### config.mk
export PLATFORM = sky130hd
export DESIGN_NAME = midi_rx_msg
export DESIGN_NICKNAME = d
export VERILOG_FILES = /design/src/rtl/midi_pkg.sv /design/src/rtl/midi_uart_rx.sv /design/src/rtl/midi_rx_msg.sv
export SDC_FILE = /design/constraint.sdc
export NUM_CORES = 1
export LEC_CHECK = 0
export ABC_AREA = 1
export BUFFER_PORTS_ARGS = -buffer_cell sky130_fd_sc_hd__buf_2
export CAP_MARGIN = 10
export CORE_MARGIN = 1
export CORE_UTILIZATION = 54
export CTS_CLUSTER_SIZE = 25
export DETAILED_ROUTE_END_ITERATION = 8
export MAX_ROUTING_LAYER = met4
export PLACE_DENSITY = 0.76
export SETUP_SLACK_MARGIN = 0.3
export SLEW_MARGIN = 20
export SYNTH_ARGS = -nofsm -noshare
export SYNTH_HDL_FRONTEND = slang
export SYNTH_HIERARCHICAL = 1
export SYNTH_SLANG_ARGS = --single-unit
### constraint.sdc
create_clock -name clk -period 1.6 [get_ports clk]
set_input_delay 0.24 -clock clk [delete_from_list [all_inputs] [get_ports clk]]
set_output_delay 0.24 -clock clk [all_outputs]
set_load 0.05 [all_outputs]
### src/rtl/midi_pkg.sv
// Shared types, constants and status-byte decode for the MIDI input front end.
package midi_pkg;

    typedef enum logic [1:0] {
        RxIdle,
        RxStart,
        RxData,
        RxStop
    } rx_state_e;

    typedef enum logic [1:0] {
        PsWaitStatus,
        PsWaitD1,
        PsWaitD2,
        PsSysex
    } ps_state_e;

    localparam logic [7:0] STATUS_SYSEX = 8'hF0;
    localparam logic [7:0] EOX          = 8'hF7;
    localparam logic [7:0] RT_MIN       = 8'hF8;

    // Data bytes that follow a status byte; 0 also covers F0/F4/F5/F7, which the parser
    // separates from F6 itself.
    function automatic logic [1:0] midi_data_len(input logic [7:0] status);
        logic [1:0] len;
        len = 2'd0;
        case (status[7:4])
            4'h8, 4'h9, 4'hA, 4'hB, 4'hE: len = 2'd2;
            4'hC, 4'hD:                   len = 2'd1;
            4'hF: begin
                case (status[3:0])
                    4'h1, 4'h3: len = 2'd1;
                    4'h2:       len = 2'd2;
                    default:    len = 2'd0;
                endcase
            end
            default: len = 2'd0;
        endcase
        return len;
    endfunction

endpackage

### src/rtl/midi_uart_rx.sv
// Synchronised 8N1 receiver: one byte_valid strobe per good byte, framing_err pulse
// when the stop bit samples low.
module midi_uart_rx
    import midi_pkg::*;
#(
    parameter int unsigned CLKS_PER_BIT = 1600,
    parameter int unsigned SYNC_STAGES  = 2
) (
    input  logic       clk,
    input  logic       rst_n,
    input  logic       i_serial,
    output logic       o_byte_valid,
    output logic [7:0] o_byte_data,
    output logic       o_framing_err
);

    localparam int unsigned CNT_W = $clog2(CLKS_PER_BIT) + 1;
    localparam logic [CNT_W-1:0] FULL_LAST = CNT_W'(CLKS_PER_BIT - 1);
    localparam logic [CNT_W-1:0] HALF_LAST = CNT_W'(CLKS_PER_BIT / 2 - 1);

    logic [SYNC_STAGES-1:0] r_sync;
    logic                   w_rx;

    rx_state_e        r_state, w_state_next;
    logic [CNT_W-1:0] r_cnt, w_cnt_next;
    logic [2:0]       r_bit_idx, w_bit_idx_next;
    logic [7:0]       r_shift, w_shift_next;
    logic             r_byte_valid, w_byte_valid_next;
    logic             r_framing_err, w_framing_err_next;

    always_ff @(posedge clk or negedge rst_n) begin
        if (!rst_n) begin
            r_sync <= '1;
        end else begin
            r_sync <= {r_sync[SYNC_STAGES-2:0], i_serial};
        end
    end

    assign w_rx = r_sync[SYNC_STAGES-1];

    always_ff @(posedge clk or negedge rst_n) begin
        if (!rst_n) begin
            r_state       <= RxIdle;
            r_cnt         <= '0;
            r_bit_idx     <= '0;
            r_shift       <= '0;
            r_byte_valid  <= 1'b0;
            r_framing_err <= 1'b0;
        end else begin
            r_state       <= w_state_next;
            r_cnt         <= w_cnt_next;
            r_bit_idx     <= w_bit_idx_next;
            r_shift       <= w_shift_next;
            r_byte_valid  <= w_byte_valid_next;
            r_framing_err <= w_framing_err_next;
        end
    end

    always_comb begin
        w_state_next       = r_state;
        w_cnt_next         = r_cnt + 1'b1;
        w_bit_idx_next     = r_bit_idx;
        w_shift_next       = r_shift;
        w_byte_valid_next  = 1'b0;
        w_framing_err_next = 1'b0;
        case (r_state)
            RxIdle: begin
                w_cnt_next = '0;
                if (!w_rx) begin
                    w_state_next = RxStart;
                end
            end
            RxStart: begin
                if (r_cnt == HALF_LAST) begin
                    w_cnt_next     = '0;
                    w_bit_idx_next = '0;
                    w_state_next   = w_rx ? RxIdle : RxData;
                end
            end
            RxData: begin
                if (r_cnt == FULL_LAST) begin
                    w_cnt_next     = '0;
                    w_shift_next   = {w_rx, r_shift[7:1]};
                    w_bit_idx_next = r_bit_idx + 3'd1;
                    if (r_bit_idx == 3'd7) begin
                        w_state_next = RxStop;
                    end
                end
            end
            RxStop: begin
                // Straight back to idle at the stop-bit centre so a back-to-back start
                // edge is not missed.
                if (r_cnt == FULL_LAST) begin
                    w_cnt_next         = '0;
                    w_state_next       = RxIdle;
                    w_byte_valid_next  = w_rx;
                    w_framing_err_next = !w_rx;
                end
            end
            default: w_state_next = RxIdle;
        endcase
    end

    assign o_byte_valid  = r_byte_valid;
    assign o_byte_data   = r_shift;
    assign o_framing_err = r_framing_err;

endmodule

### src/rtl/midi_rx_msg.sv
// MIDI message assembler: status-driven length, real-time pass-through, valid/ready output.
// Running status is built only when MIDI_RX_RUNNING_STATUS_EN is defined.
module midi_rx_msg
    import midi_pkg::*;
#(
    parameter int unsigned CLKS_PER_BIT = 1600,
    parameter int unsigned SYNC_STAGES  = 2
) (
    input  logic       clk,
    input  logic       rst_n,
    input  logic       serial,
    output logic       msg_valid,
    input  logic       msg_ready,
    output logic [7:0] msg_status,
    output logic [7:0] msg_data1,
    output logic [7:0] msg_data2,
    output logic [1:0] msg_len,
    output logic       framing_err,
    output logic       overrun_err
);

    logic       w_byte_valid;
    logic [7:0] w_byte;
    logic       w_framing_err;

    midi_uart_rx #(
        .CLKS_PER_BIT (CLKS_PER_BIT),
        .SYNC_STAGES  (SYNC_STAGES)
    ) u_uart_rx (
        .clk           (clk),
        .rst_n         (rst_n),
        .i_serial      (serial),
        .o_byte_valid  (w_byte_valid),
        .o_byte_data   (w_byte),
        .o_framing_err (w_framing_err)
    );

    ps_state_e  r_ps, w_ps_next;
    logic [7:0] r_status, w_status_next;
    logic [7:0] r_d1, w_d1_next;
    logic [7:0] w_run_status;
    logic [7:0] w_cur_status;

    logic       w_emit;
    logic [7:0] w_emit_status, w_emit_d1, w_emit_d2;
    logic [1:0] w_emit_len;

    logic       r_msg_valid;
    logic [7:0] r_msg_status, r_msg_d1, r_msg_d2;
    logic [1:0] r_msg_len;
    logic       r_overrun;

`ifdef MIDI_RX_RUNNING_STATUS_EN
    logic [7:0] r_run_status;

    // Channel status is kept; any F0-F7 or a framing error forgets it.
    always_ff @(posedge clk or negedge rst_n) begin
        if (!rst_n) begin
            r_run_status <= '0;
        end else if (w_framing_err) begin
            r_run_status <= '0;
        end else if (w_byte_valid && w_byte[7] && (w_byte < RT_MIN)) begin
            r_run_status <= (w_byte < STATUS_SYSEX) ? w_byte : 8'h00;
        end
    end

    assign w_run_status = r_run_status;
`else
    assign w_run_status = 8'h00;
`endif

    // A data byte in WAIT_STATUS starts a message only with a retained status (bit 7 set).
    assign w_cur_status = (r_ps == PsWaitStatus) ? w_run_status : r_status;

    always_ff @(posedge clk or negedge rst_n) begin
        if (!rst_n) begin
            r_ps     <= PsWaitStatus;
            r_status <= '0;
            r_d1     <= '0;
        end else begin
            r_ps     <= w_ps_next;
            r_status <= w_status_next;
            r_d1     <= w_d1_next;
        end
    end

    always_comb begin
        w_ps_next     = r_ps;
        w_status_next = r_status;
        w_d1_next     = r_d1;
        w_emit        = 1'b0;
        w_emit_status = '0;
        w_emit_d1     = '0;
        w_emit_d2     = '0;
        w_emit_len    = 2'd0;
        if (w_framing_err) begin
            w_ps_next = PsWaitStatus;
        end else if (w_byte_valid) begin
            if (w_byte >= RT_MIN) begin
                w_emit        = 1'b1;
                w_emit_status = w_byte;
                w_emit_len    = 2'd1;
            end else if (w_byte[7]) begin
                if (w_byte == STATUS_SYSEX) begin
                    w_ps_next = PsSysex;
                end else if (midi_data_len(w_byte) == 2'd0) begin
                    // F6 is a complete message; EOX, F4 and F5 are simply ignored.
                    w_ps_next = PsWaitStatus;
                    if (w_byte == 8'hF6) begin
                        w_emit        = 1'b1;
                        w_emit_status = w_byte;
                        w_emit_len    = 2'd1;
                    end
                end else begin
                    w_status_next = w_byte;
                    w_ps_next     = PsWaitD1;
                end
            end else begin
                case (r_ps)
                    PsWaitD2: begin
                        w_emit        = 1'b1;
                        w_emit_status = r_status;
                        w_emit_d1     = r_d1;
                        w_emit_d2     = w_byte;
                        w_emit_len    = 2'd3;
                        w_ps_next     = PsWaitStatus;
                    end
                    PsWaitD1, PsWaitStatus: begin
                        if (w_cur_status[7]) begin
                            if (midi_data_len(w_cur_status) == 2'd1) begin
                                w_emit        = 1'b1;
                                w_emit_status = w_cur_status;
                                w_emit_d1     = w_byte;
                                w_emit_len    = 2'd2;
                                w_ps_next     = PsWaitStatus;
                            end else begin
                                w_status_next = w_cur_status;
                                w_d1_next     = w_byte;
                                w_ps_next     = PsWaitD2;
                            end
                        end
                    end
                    default: ;
                endcase
            end
        end
    end

    always_ff @(posedge clk or negedge rst_n) begin
        if (!rst_n) begin
            r_msg_valid  <= 1'b0;
            r_msg_status <= '0;
            r_msg_d1     <= '0;
            r_msg_d2     <= '0;
            r_msg_len    <= '0;
            r_overrun    <= 1'b0;
        end else begin
            r_overrun <= 1'b0;
            if (w_emit) begin
                if (!r_msg_valid || msg_ready) begin
                    r_msg_valid  <= 1'b1;
                    r_msg_status <= w_emit_status;
                    r_msg_d1     <= w_emit_d1;
                    r_msg_d2     <= w_emit_d2;
                    r_msg_len    <= w_emit_len;
                end else begin
                    r_overrun <= 1'b1;
                end
            end else if (r_msg_valid && msg_ready) begin
                r_msg_valid <= 1'b0;
            end
        end
    end

    assign msg_valid   = r_msg_valid;
    assign msg_status  = r_msg_status;
    assign msg_data1   = r_msg_d1;
    assign msg_data2   = r_msg_d2;
    assign msg_len     = r_msg_len;
    assign framing_err = w_framing_err;
    assign overrun_err = r_overrun;

endmodule

**Word-level counts from Yosys, hierarchy flattened**

Cells that the tools add are included.

- Divide/modulo/power cells: 0
- Reductions and logical operators: 29
- Shift-type cells: 0
- Equality and inequality tests: 44
- Add/subtract/negate cells: 2
- Muxes and demuxes: 95
- Multipliers: 0
- Magnitude comparators: 1
- Bitwise logic cells: 4

Operators with widths:

| operator | number |
|---|---|
| $mux W8 | 16 |
| $mux W7 | 11 |
| $eq A4 B4 Y1 const B | 16 |
| $mux W2 | 30 |
| $pmux W12 S3 | 1 |
| $mux W12 | 2 |
| $mux W1 | 22 |
| $eq A4 B2 Y1 const B | 4 |
| $eq A8 B8 Y1 const B | 2 |
| $pmux W2 S2 | 4 |
| $pmux W8 S2 | 1 |
| $ne A2 B1 Y1 const B | 7 |
| $pmux W7 S2 | 1 |
| $add A12 B1 Y12 const B | 1 |
| $eq A12 B10 Y1 const B | 1 |
| $eq A12 B11 Y1 const B | 1 |
| $pmux W2 S3 | 2 |
| $reduce_or A2 Y1 | 6 |
| $reduce_bool A2 Y1 | 5 |
| $reduce_or A5 Y1 | 2 |
| $eq A4 B1 Y1 const B | 2 |
| $ge A8 B8 Y1 const B | 1 |
| $pmux W2 S4 | 1 |
| $reduce_and A8 Y1 | 1 |
| other kinds (20) | 35 |

- Input port bits: 4
- ROM bits: 0
- Flip-flop bits (word level): 74
- Bits in latches: 0
- Memories: 0
- Output and inout bits: 29
- Memory bits (writable): 0

**Depth between registers and ports, before layout**

Gate-level depths: netlist of run 1.

- Depth after elaboration: 22
- Gate-level depth with buffers: 13

**Modules after synthesis**

The synthesis of run 1 kept the hierarchy.

Modules (own cells, without submodules):

| module | area each (µm²) | cells an instance | instances |
|---|---|---|---|
| midi_rx_msg | 2,244.7 | 291 | 1 |
| midi_uart_rx | 1,455.1 | 177 | 1 |

**Worst setup path after synthesis of run 1**

OpenSTA, ideal clock, no wires.

- Kind: flip-flop to flip-flop
- From: register u_uart_rx.r_framing_err (netlist: u_uart_rx/o_framing_err)
- To: register r_msg_d2[6] (netlist: msg_data2[6])
- Cell stages (with the launch flop): 6
- Clock period less this slack: 1.643 ns
- Setup slack: -0.043 ns
- Arrival time: 1.569 ns
- Required time: 1.526 ns
- Buffers on the path: 0
- Path through: dfrtp_1 nor2_2 nand2_1 nor3_1 nand2_1 o21ai_2

- Longest elaborated chain between the ends: 2
- Elaborated cells between the ends (all ways): 3

Ends and longest elaborated chain:

| element | RTL line | text |
|---|---|---|
| from (decl) | midi_uart_rx.sv:29 | `logic r_framing_err, w_framing_err_next;` |
| from (signal assigned) | midi_uart_rx.sv:55 | `r_framing_err <= w_framing_err_next;` |
| $mux W1 | midi_rx_msg.sv:96 | `if (w_framing_err) begin` |
| $reduce_and A2 Y1 (no line) | - |  |
| to (signal assigned) | midi_rx_msg.sv:164 | `r_msg_d2 <= w_emit_d2;` |
| to (decl) | midi_rx_msg.sv:49 | `logic [7:0] r_msg_status, r_msg_d1, r_msg_d2;` |

Several ways; a longest one is shown, not always the timed one.
A chain may end at the register's enable or synchronous reset.

**Worst setup path in the final report of run 1**

- From: register r_status[7]
- To: register r_msg_status[6] (netlist: msg_status[6])

- Longest elaborated chain between the ends: 19
- Elaborated cells between the ends (all ways): 34

Ends and longest elaborated chain:

| element | RTL line | text |
|---|---|---|
| from (decl) | midi_rx_msg.sv:39 | `logic [7:0] r_status, w_status_next;` |
| from (signal assigned) | midi_rx_msg.sv:82 | `r_status <= w_status_next;` |
| $mux W8 * | midi_rx_msg.sv:73 | `assign w_cur_status = (r_ps == PsWaitStatus) ? w_run_status : r_status;` |
| $eq A4 B4 Y1 | midi_pkg.sv:27 | `case (status[7:4])` |
| $reduce_or A5 Y1 or $reduce_or A2 Y1 (tied branches) | midi_pkg.sv:27 |  |
| $pmux W2 S3 | midi_pkg.sv:27 |  |
| $mux W2 | midi_rx_msg.sv:129 | `if (w_cur_status[7]) begin` |
| $mux W2 | midi_rx_msg.sv:119 | `case (r_ps)` |
| $mux W2 | midi_rx_msg.sv:103 | `end else if (w_byte[7]) begin` |
| $mux W2 | midi_rx_msg.sv:99 | `if (w_byte >= RT_MIN) begin` |
| [3 not listed] | - |  |
| $mux W1 | midi_rx_msg.sv:130 | `if (midi_data_len(w_cur_status) == 2'd1) begin` |
| $mux W1 | midi_rx_msg.sv:129 |  |
| $pmux W1 S2 | midi_rx_msg.sv:119 |  |
| $mux W1 | midi_rx_msg.sv:103 |  |
| $mux W1 | midi_rx_msg.sv:99 |  |
| $mux W1 | midi_rx_msg.sv:98 | `end else if (w_byte_valid) begin` |
| $mux W1 | midi_rx_msg.sv:96 |  |
| $reduce_and A2 Y1 (no line) | - |  |
| to (signal assigned) | midi_rx_msg.sv:162 | `r_msg_status <= w_emit_status;` |
| to (decl) | midi_rx_msg.sv:49 |  |

Mark *: on every way between the ends. The rest lies on a longest branch, timed or not. The select of a mux whose other input is x is not followed.

==> results of run 1 <==
## kinds of logic (layout without fill, tap and decap cells)
group	count (synthesis)	in the layout	share of synthesized area (%)
mux	1	1	0.271
other cells	1	2	0.101
simple gates	235	236	28.0
fa+ha+maj	3	3	1.01
compound gates	86	86	13.3
xor+xnor	2	2	0.474
flops	72	72	48.8
buf+inv	68	168	8.15
## worst max-delay path by stage
stage / from / end / slack, ps / depth (start not counted)
2_1_floorplan: r_ps[1]$_DFFE_PN0P_ / msg_data1[6]$_DFFE_PN0P_ / 90 / 11
3_3_place_gp: u_uart_rx/o_byte_data[7]$_DFFE_PN0P_ / r_status[4]$_DFFE_PN0P_ / 30 / 9
3_5_place_dp: u_uart_rx/o_byte_data[7]$_DFFE_PN0P_ / r_status[0]$_DFFE_PN0P_ / -2 / 9
4_1_cts: r_ps[0]$_DFFE_PN0P_ / msg_data1[0]$_DFFE_PN0P_ / 40 / 11
5_1_grt: r_status[7]$_DFFE_PN0P_ / msg_status[6]$_DFFE_PN0P_ / -230 / 8
6_report: r_status[7]$_DFFE_PN0P_ / msg_status[6]$_DFFE_PN0P_ / -210 / 8
## worst max-delay path, cell delays in order (launching register included)
cell,delay [ps]
dfrtp_1,380
inv_1,150
nor3_4,230
nand3_1,220
nand2_1,170
nand2_1,80
a21oi_1,210
nand3_1,180
nand2_2,110
## cells in the mapped netlist, drive strengths merged (2+ instances only)
library cell  count  share of area, %
clkbuf            2              0.20
nand4             2              0.51
nand2           150                16
dfrtp            70                47
nor3              9               1.7
nand3            34               5.0
nor2             39               4.7
ha                3               1.0
a21oi             9               1.2
xor2              2              0.47
dfstp             2               1.4
buf              11               2.4
o211ai            3              0.61
inv              55               5.6
o21ai            69                10
## state kept, by name, indices dropped and copies added (netlist names), named ones only
name	count
msg_len	2
u_uart_rx/r_cnt	12
u_uart_rx/r_state	1
u_uart_rx/o_framing_err	1
u_uart_rx/o_byte_data	8
r_d1	7
msg_data2	7
u_uart_rx/r_bit_idx	3
r_status	8
u_uart_rx/o_byte_valid	1
r_ps	2
msg_valid	1
msg_data1	7
u_uart_rx/r_sync	2
overrun_err	1
msg_status	8
## power by group
| group | switching (uW) | internal [uW] |
|---|---|---|
| clock | 701 | 921 |
| combinational | 48.2 | 11.6 |
| sequential | 1.75 | 1820 |
## metal layers
metal	vias up	part of all wire [%]	wire length [um]
met2	231	53	6550
met5	-	0	0
met3	83	6.4	787
li1	1700	-	-
met4	0	6.0	731
met1	1864	34	4180
## cell type report
type / instances / area (sq um)
multi-input combinational: 330 / 2250
clock inverter: 3 / 65.1
inverter: 55 / 229
timing repair buffer: 97 / 903
tap: 77 / 96.3
sequential: 72 / 1810
fill: 328 / 1000
clock buffer: 13 / 149
## repair_timing
| item | in CTS | in global routing |
|---|---|---|
| hold buffers | 2 | 0 |
| cloned | 8 | 1 |
| pin swaps | 15 | 17 |
| resized for setup | 83 | 120 |
| hold endpoints to repair | 71 | 0 |
| setup buffers | 23 | 8 |
| setup endpoints to repair | 67 | 72 |
## layout by cell type, fill, tap and decap left out, drive strengths merged, types with 2 or more instances in the layout
cell and n:
dlygate4sd3 2, bufinv 2, nor3 9, nand3 34, clkinv 2, ha 3, a21oi 9, nand4 2
conb 2, dfstp 2, xor2 2, o21ai 69, o211ai 3, dfrtp 70, nand2 151, inv 54
buf 90, nor2 39, clkbuf 18
## stage by stage
| step | setup WS, ps | TNS (ps) | util [%] | total power [uW] | hold slack [ps] |
|---|---|---|---|---|---|
| CTS | 39.7 | 0 | 76.8 | 3490 | 260 |
| finish | -206 | -3220 | 84.6 | 3510 | 363 |
| detailed placement | -2.05 | -3.67 | 63.7 | 1920 | 294 |
| global placement | 32.2 | 0 | 63.7 | 1920 | 295 |
| global route | -226 | -6130 | 84.6 | 3600 | 366 |
| floorplan | 87.4 | 0 | - | 1880 | -55.6 |
==> impl_metrics.env, run 1 <==
export IMPL_path_max_fanout=3
export IMPL_routed_wl_um=12200
export IMPL_root_buffer="clkbuf_8"
export IMPL_arrival_ps=2110
export IMPL_clk_latency_ps=370
export IMPL_tritoncts="built"
export IMPL_grt_pass1_vias=3681
export IMPL_area_growth_synth_to_final_pct=48.5
export IMPL_fmax_mhz=554
export IMPL_gp_congestion=0.966
export IMPL_r2r_end="msg_status[6]$_DFFE_PN0P_"
export IMPL_synth_ff_type="dfrtp_1"
export IMPL_wl_per_cell_um=18.9
export IMPL_fin_area_sq_mm=0.00550
export IMPL_global_route_usage_met3_pct=5.11
export IMPL_finalCritPeriodShare_pct=113
export IMPL_grt_ovfl_total=0
export IMPL_antenna_found_initial=0
export IMPL_use_met1_pct=33.2
export IMPL_clk_pin_slew_ps=80
export IMPL_vias_per_cell=5.99
export IMPL_drc=3
export IMPL_initial_utilization_pct=57.0
export IMPL_leakage_uw=0.00260
export IMPL_dp_hpwl_um=6000
export IMPL_ys_warn_count=6
export IMPL_seq_area_frac_synth_pct=48.8
export IMPL_cp_end_kind="flop"
export IMPL_num_vias=3878
export IMPL_final_layout_size_suffix_gt1_share_pct=44.7
export IMPL_instances_no_fill=647
export IMPL_dieHeight_um=84.8
export IMPL_hold_viol=0
export IMPL_worst_r2r_setup_slack_ps=-210
export IMPL_cts_sinks=72
export IMPL_dieWidth_um=84.8
export IMPL_grt_max_degree=73
export IMPL_required_ps=1910
export IMPL_clockBufferDepth=2
export IMPL_top_usage_layer="met2"
export IMPL_synth_avg_cell_area_sq_um=7.91
export IMPL_holdPathStages=0
export IMPL_layout_setup_ws_ps=-206
export IMPL_drv_cap=0
export IMPL_r2r_start="r_status[7]$_DFFE_PN0P_"
export IMPL_rsz0062_at_grt="yes"
export IMPL_dieArea_sq_mm=0.00719
export IMPL_port_buffer_count=30
export IMPL_period_needed_ps=1810
export IMPL_htree_levels=3
export IMPL_hold_path_class="reg -> reg"
export IMPL_vdd_drop_max_uv=546
export IMPL_diodes=0
export IMPL_drt_initial_drc_count=448
export IMPL_ant_nets=0
export IMPL_dr_pass1_iters=7
export IMPL_violations="design-rule violations, negative setup slack"
export IMPL_dpl_cell_area_sq_mm=0.00414
export IMPL_reg2regPathDepth=8
export IMPL_worstSetupPathType="reg -> reg"
export IMPL_status="finished with violations"
export IMPL_synth_edf_count=0
export IMPL_dp_cells=589
export IMPL_design_core_area_sq_mm=0.00649
export IMPL_row_count=29
export IMPL_track_usage_pct=32.2
export IMPL_setup_viol_count_final=35
export IMPL_synth_cell_types=36
export IMPL_crit_path_start_kind="flop"
export IMPL_async_reset_ff_share_pct=100
export IMPL_gr_usage_met2_pct=57.4
export IMPL_powerDensity_mw_per_mm2=638
export IMPL_holdCritStartpoint="u_uart_rx/r_sync[0]$_DFF_PN1_"
export IMPL_hold_path_end="u_uart_rx/r_sync[1]$_DFF_PN1_"
export IMPL_ios=33
export IMPL_synth_seq_cells=72
export IMPL_netlist_area_sq_mm=0.00370
export IMPL_slew_viol_final=0
export IMPL_netlist_instances=468
export IMPL_layout_nets=572
export IMPL_grt_pass1_wl_um=17200
export IMPL_finalClockSkew_ps=15.3
export IMPL_numCtsBuffers=9
No activity file was read; power rests on OpenSTA's default activity.
==> run 2, diff against run 1 <==
--- a/config.mk
+++ b/config.mk
@@ -8,12 +8,14 @@
 export ABC_AREA = 1
 export BUFFER_PORTS_ARGS = -buffer_cell sky130_fd_sc_hd__buf_2
 export CAP_MARGIN = 10
+export CELL_PAD_IN_SITES_DETAIL_PLACEMENT = 1
+export CELL_PAD_IN_SITES_GLOBAL_PLACEMENT = 1
 export CORE_MARGIN = 1
-export CORE_UTILIZATION = 54
+export CORE_UTILIZATION = 48
 export CTS_CLUSTER_SIZE = 25
 export DETAILED_ROUTE_END_ITERATION = 8
 export MAX_ROUTING_LAYER = met4
-export PLACE_DENSITY = 0.76
+export PLACE_DENSITY = 0.85
 export SETUP_SLACK_MARGIN = 0.3
 export SLEW_MARGIN = 20
 export SYNTH_ARGS = -nofsm -noshare
==> constraint.sdc (replaced) <==
create_clock -name clk -period 2.3 [get_ports clk]
set_input_delay 0.345 -clock clk [delete_from_list [all_inputs] [get_ports clk]]
set_output_delay 0.345 -clock clk [all_outputs]
set_load 0.05 [all_outputs]
==> run 2 against run 1 <==
Net effect:
- highest routed layer unchanged
- non-clock buffer count shrank 57
- die area grew 12%
- critical path type unchanged
- the flow now finishes without violations
- final cell count shrank 5.6%
- largest cell class is now registers
==> impl_metrics.env, run 2 (same netlist as run 1, synthesis figures left out) <==
export IMPL_status="completed"
export IMPL_port_buffer_count=30
export IMPL_area_growth_synth_to_final_pct=14.4
export IMPL_setup_viol_count_final=0
export IMPL_cts_sinks=72
export IMPL_numCtsBuffers=9
export IMPL_worst_r2r_setup_slack_ps=520
export IMPL_largest_reg_flops=12
export IMPL_rsz0062_at_grt="no"
export IMPL_grt_max_degree=49
export IMPL_fin_setup_tns_ps=0
export IMPL_root_buffer="clkbuf_8"
export IMPL_num_vias=3218
export IMPL_tritoncts="built"
export IMPL_crit_path_end="msg_data2[3]$_DFFE_PN0P_"
export IMPL_final_layout_size_suffix_gt1_share_pct=17.2
export IMPL_r2r_start="u_uart_rx/o_byte_data[7]$_DFFE_PN0P_"
export IMPL_powerDensity_mw_per_mm2=565
export IMPL_slowest_delay_ps=360
export IMPL_wl_per_cell_um=15.6
export IMPL_finalClockSkew_ps=12.2
export IMPL_clk_latency_ps=360
export IMPL_cpMaxStageDelayCell="dfrtp_1"
export IMPL_vdd_drop_max_uv=297
export IMPL_tightest_slew_ps=617
export IMPL_clk_pin_slew_ps=80
export IMPL_path_cells="buf_4, clkinvlp_4, nand2_1, inv_1, nand2_1, nand3_1, nand3_2, buf_12, nand2_1, o21ai_1"
export IMPL_period_needed_ps=1780
export IMPL_dieArea_sq_mm=0.00806
export IMPL_r2r_end="msg_data2[3]$_DFFE_PN0P_"
export IMPL_fin_hold_ws_ps=83.3
export IMPL_final_common_cell="nand2_1"
export IMPL_final_cell_mix="nand2_1, dfrtp_1, inv_1"
export IMPL_finalCritPeriodShare_pct=77.5
export IMPL_initial_utilization_pct=50.2
export IMPL_crit_path_frequent_cell="nand2_1"
export IMPL_leakage_uw=0.00213
export IMPL_hold_viol=0
export IMPL_layout_nets=514
export IMPL_vias_per_cell=5.27
export IMPL_dieWidth_um=89.8
export IMPL_top_register="u_uart_rx/r_cnt"
export IMPL_num_fill_cells=936
export IMPL_routed_wl_um=9510
export IMPL_crit_family="buffers and inverters"
export IMPL_ios=33
export IMPL_drt_initial_drc_count=105
export IMPL_cp_end_kind="flop"
export IMPL_drv_cap=0
export IMPL_clockBufferDepth=2
export IMPL_grt_ovfl_total=0
export IMPL_worst_path_stages=10
export IMPL_gp_congestion=0.876
export IMPL_cp_num_buf_inv=4
export IMPL_ant_nets=0
export IMPL_grt_pass1_vias=3321
export IMPL_worstSetupPathType="reg -> reg"
export IMPL_reg2regPathDepth=10
export IMPL_startpoint="u_uart_rx/o_byte_data[7]$_DFFE_PN0P_"
export IMPL_diodes=0
export IMPL_antenna_found_initial=0
export IMPL_design_core_area_sq_mm=0.00737
export IMPL_dieHeight_um=89.8
export IMPL_required_ps=2580
export IMPL_crit_path_start_kind="flop"
export IMPL_row_count=31
export IMPL_track_usage_pct=26.2
export IMPL_arrival_ps=2070
export IMPL_layout_setup_ws_ps=517
export IMPL_hold_path_class="in -> reg"
export IMPL_htree_levels=3
export IMPL_path_max_fanout=48
export IMPL_grt_pass1_wl_um=16200
export IMPL_dp_hpwl_um=6870
export IMPL_dr_pass1_iters=4
export IMPL_drc=0
export IMPL_place_ws_ps=305
export IMPL_slew_viol_final=0
export IMPL_fmax_mhz=561
export IMPL_relSlewSlack_pct=58.9
[run 2: changes by cell type in the layout (fill, tap and decap cells not counted), sizes merged]
| cell | previous run | this run |
|---|---|---|
| nand2 | 151 | 150 |
| bufinv | 2 | 1 |
| clkbuf | 18 | 12 |
| dlygate4sd3 | 2 | 1 |
| clkinvlp | 0 | 2 |
| buf | 90 | 39 |
[run 2: cell type report]
type / count / area, sq um / share of cell area [%]
sequential: 72 / 1800 / 42.6
multi-input combinational: 329 / 1610 / 38.1
timing repair buffer: 40 / 265 / 6.27
inverter: 55 / 210 / 4.97
clock buffer: 12 / 165 / 3.90
tap: 99 / 124 / 2.93
clock inverter: 4 / 51.3 / 1.21
[run 2: how the worst min path moves through the flow]
stage	from	to	slack (ps)	depth (start not counted)
3_3_place_gp	u_uart_rx/r_sync[0]$_DFF_PN1_	u_uart_rx/r_sync[1]$_DFF_PN1_	350	0
4_1_cts	serial	u_uart_rx/r_sync[0]$_DFF_PN1_	70	1
6_report	serial	u_uart_rx/r_sync[0]$_DFF_PN1_	80	1
5_1_grt	serial	u_uart_rx/r_sync[0]$_DFF_PN1_	60	1
2_1_floorplan	rst_n	msg_data1[0]$_DFFE_PN0P_	50	0
3_5_place_dp	u_uart_rx/r_sync[0]$_DFF_PN1_	u_uart_rx/r_sync[1]$_DFF_PN1_	350	0
[run 2: where the power goes]
group          switching [uW]  leakage (uW)  total, uW  internal [uW]
sequential               1.31      0.000985       1270           1270
clock                     485      0.000109       1080            590
combinational            35.1       0.00104       45.3           10.2
total                     522       0.00213       2390           1870
[run 2: metrics by stage]
step | cell area (sq um) | instances | utilization, % | power (uW)
4_1_cts | 4190 | 607 | 56.8 | 2420
3_5_place_dp | 3960 | 590 | 53.7 | 1340
3_3_place_gp | 3960 | 590 | 53.7 | 1340
6_report | 4230 | 611 | 57.4 | 2390
5_1_grt | 4230 | 611 | 57.4 | 2480
2_1_floorplan | 3700 | 469 | - | 1310
[run 2: repair_timing]
action / 4_1_cts / 5_1_grt
setup buffers: 0 / 4
hold buffers: 1 / 0
hold endpoints to repair: 6 / 0
resized for setup: 1 / 3
setup endpoints to repair: 3 / 32
[run 2: layer usage]
metal | global-route usage, % | up-vias | part of all wire [%]
li1 | - | 1578 | -
met1 | 30.3 | 1583 | 44
met2 | 44.8 | 50 | 52
met3 | 5.75 | 7 | 3.3
met4 | 9.02 | 0 | 0.82
met5 | - | - | 0
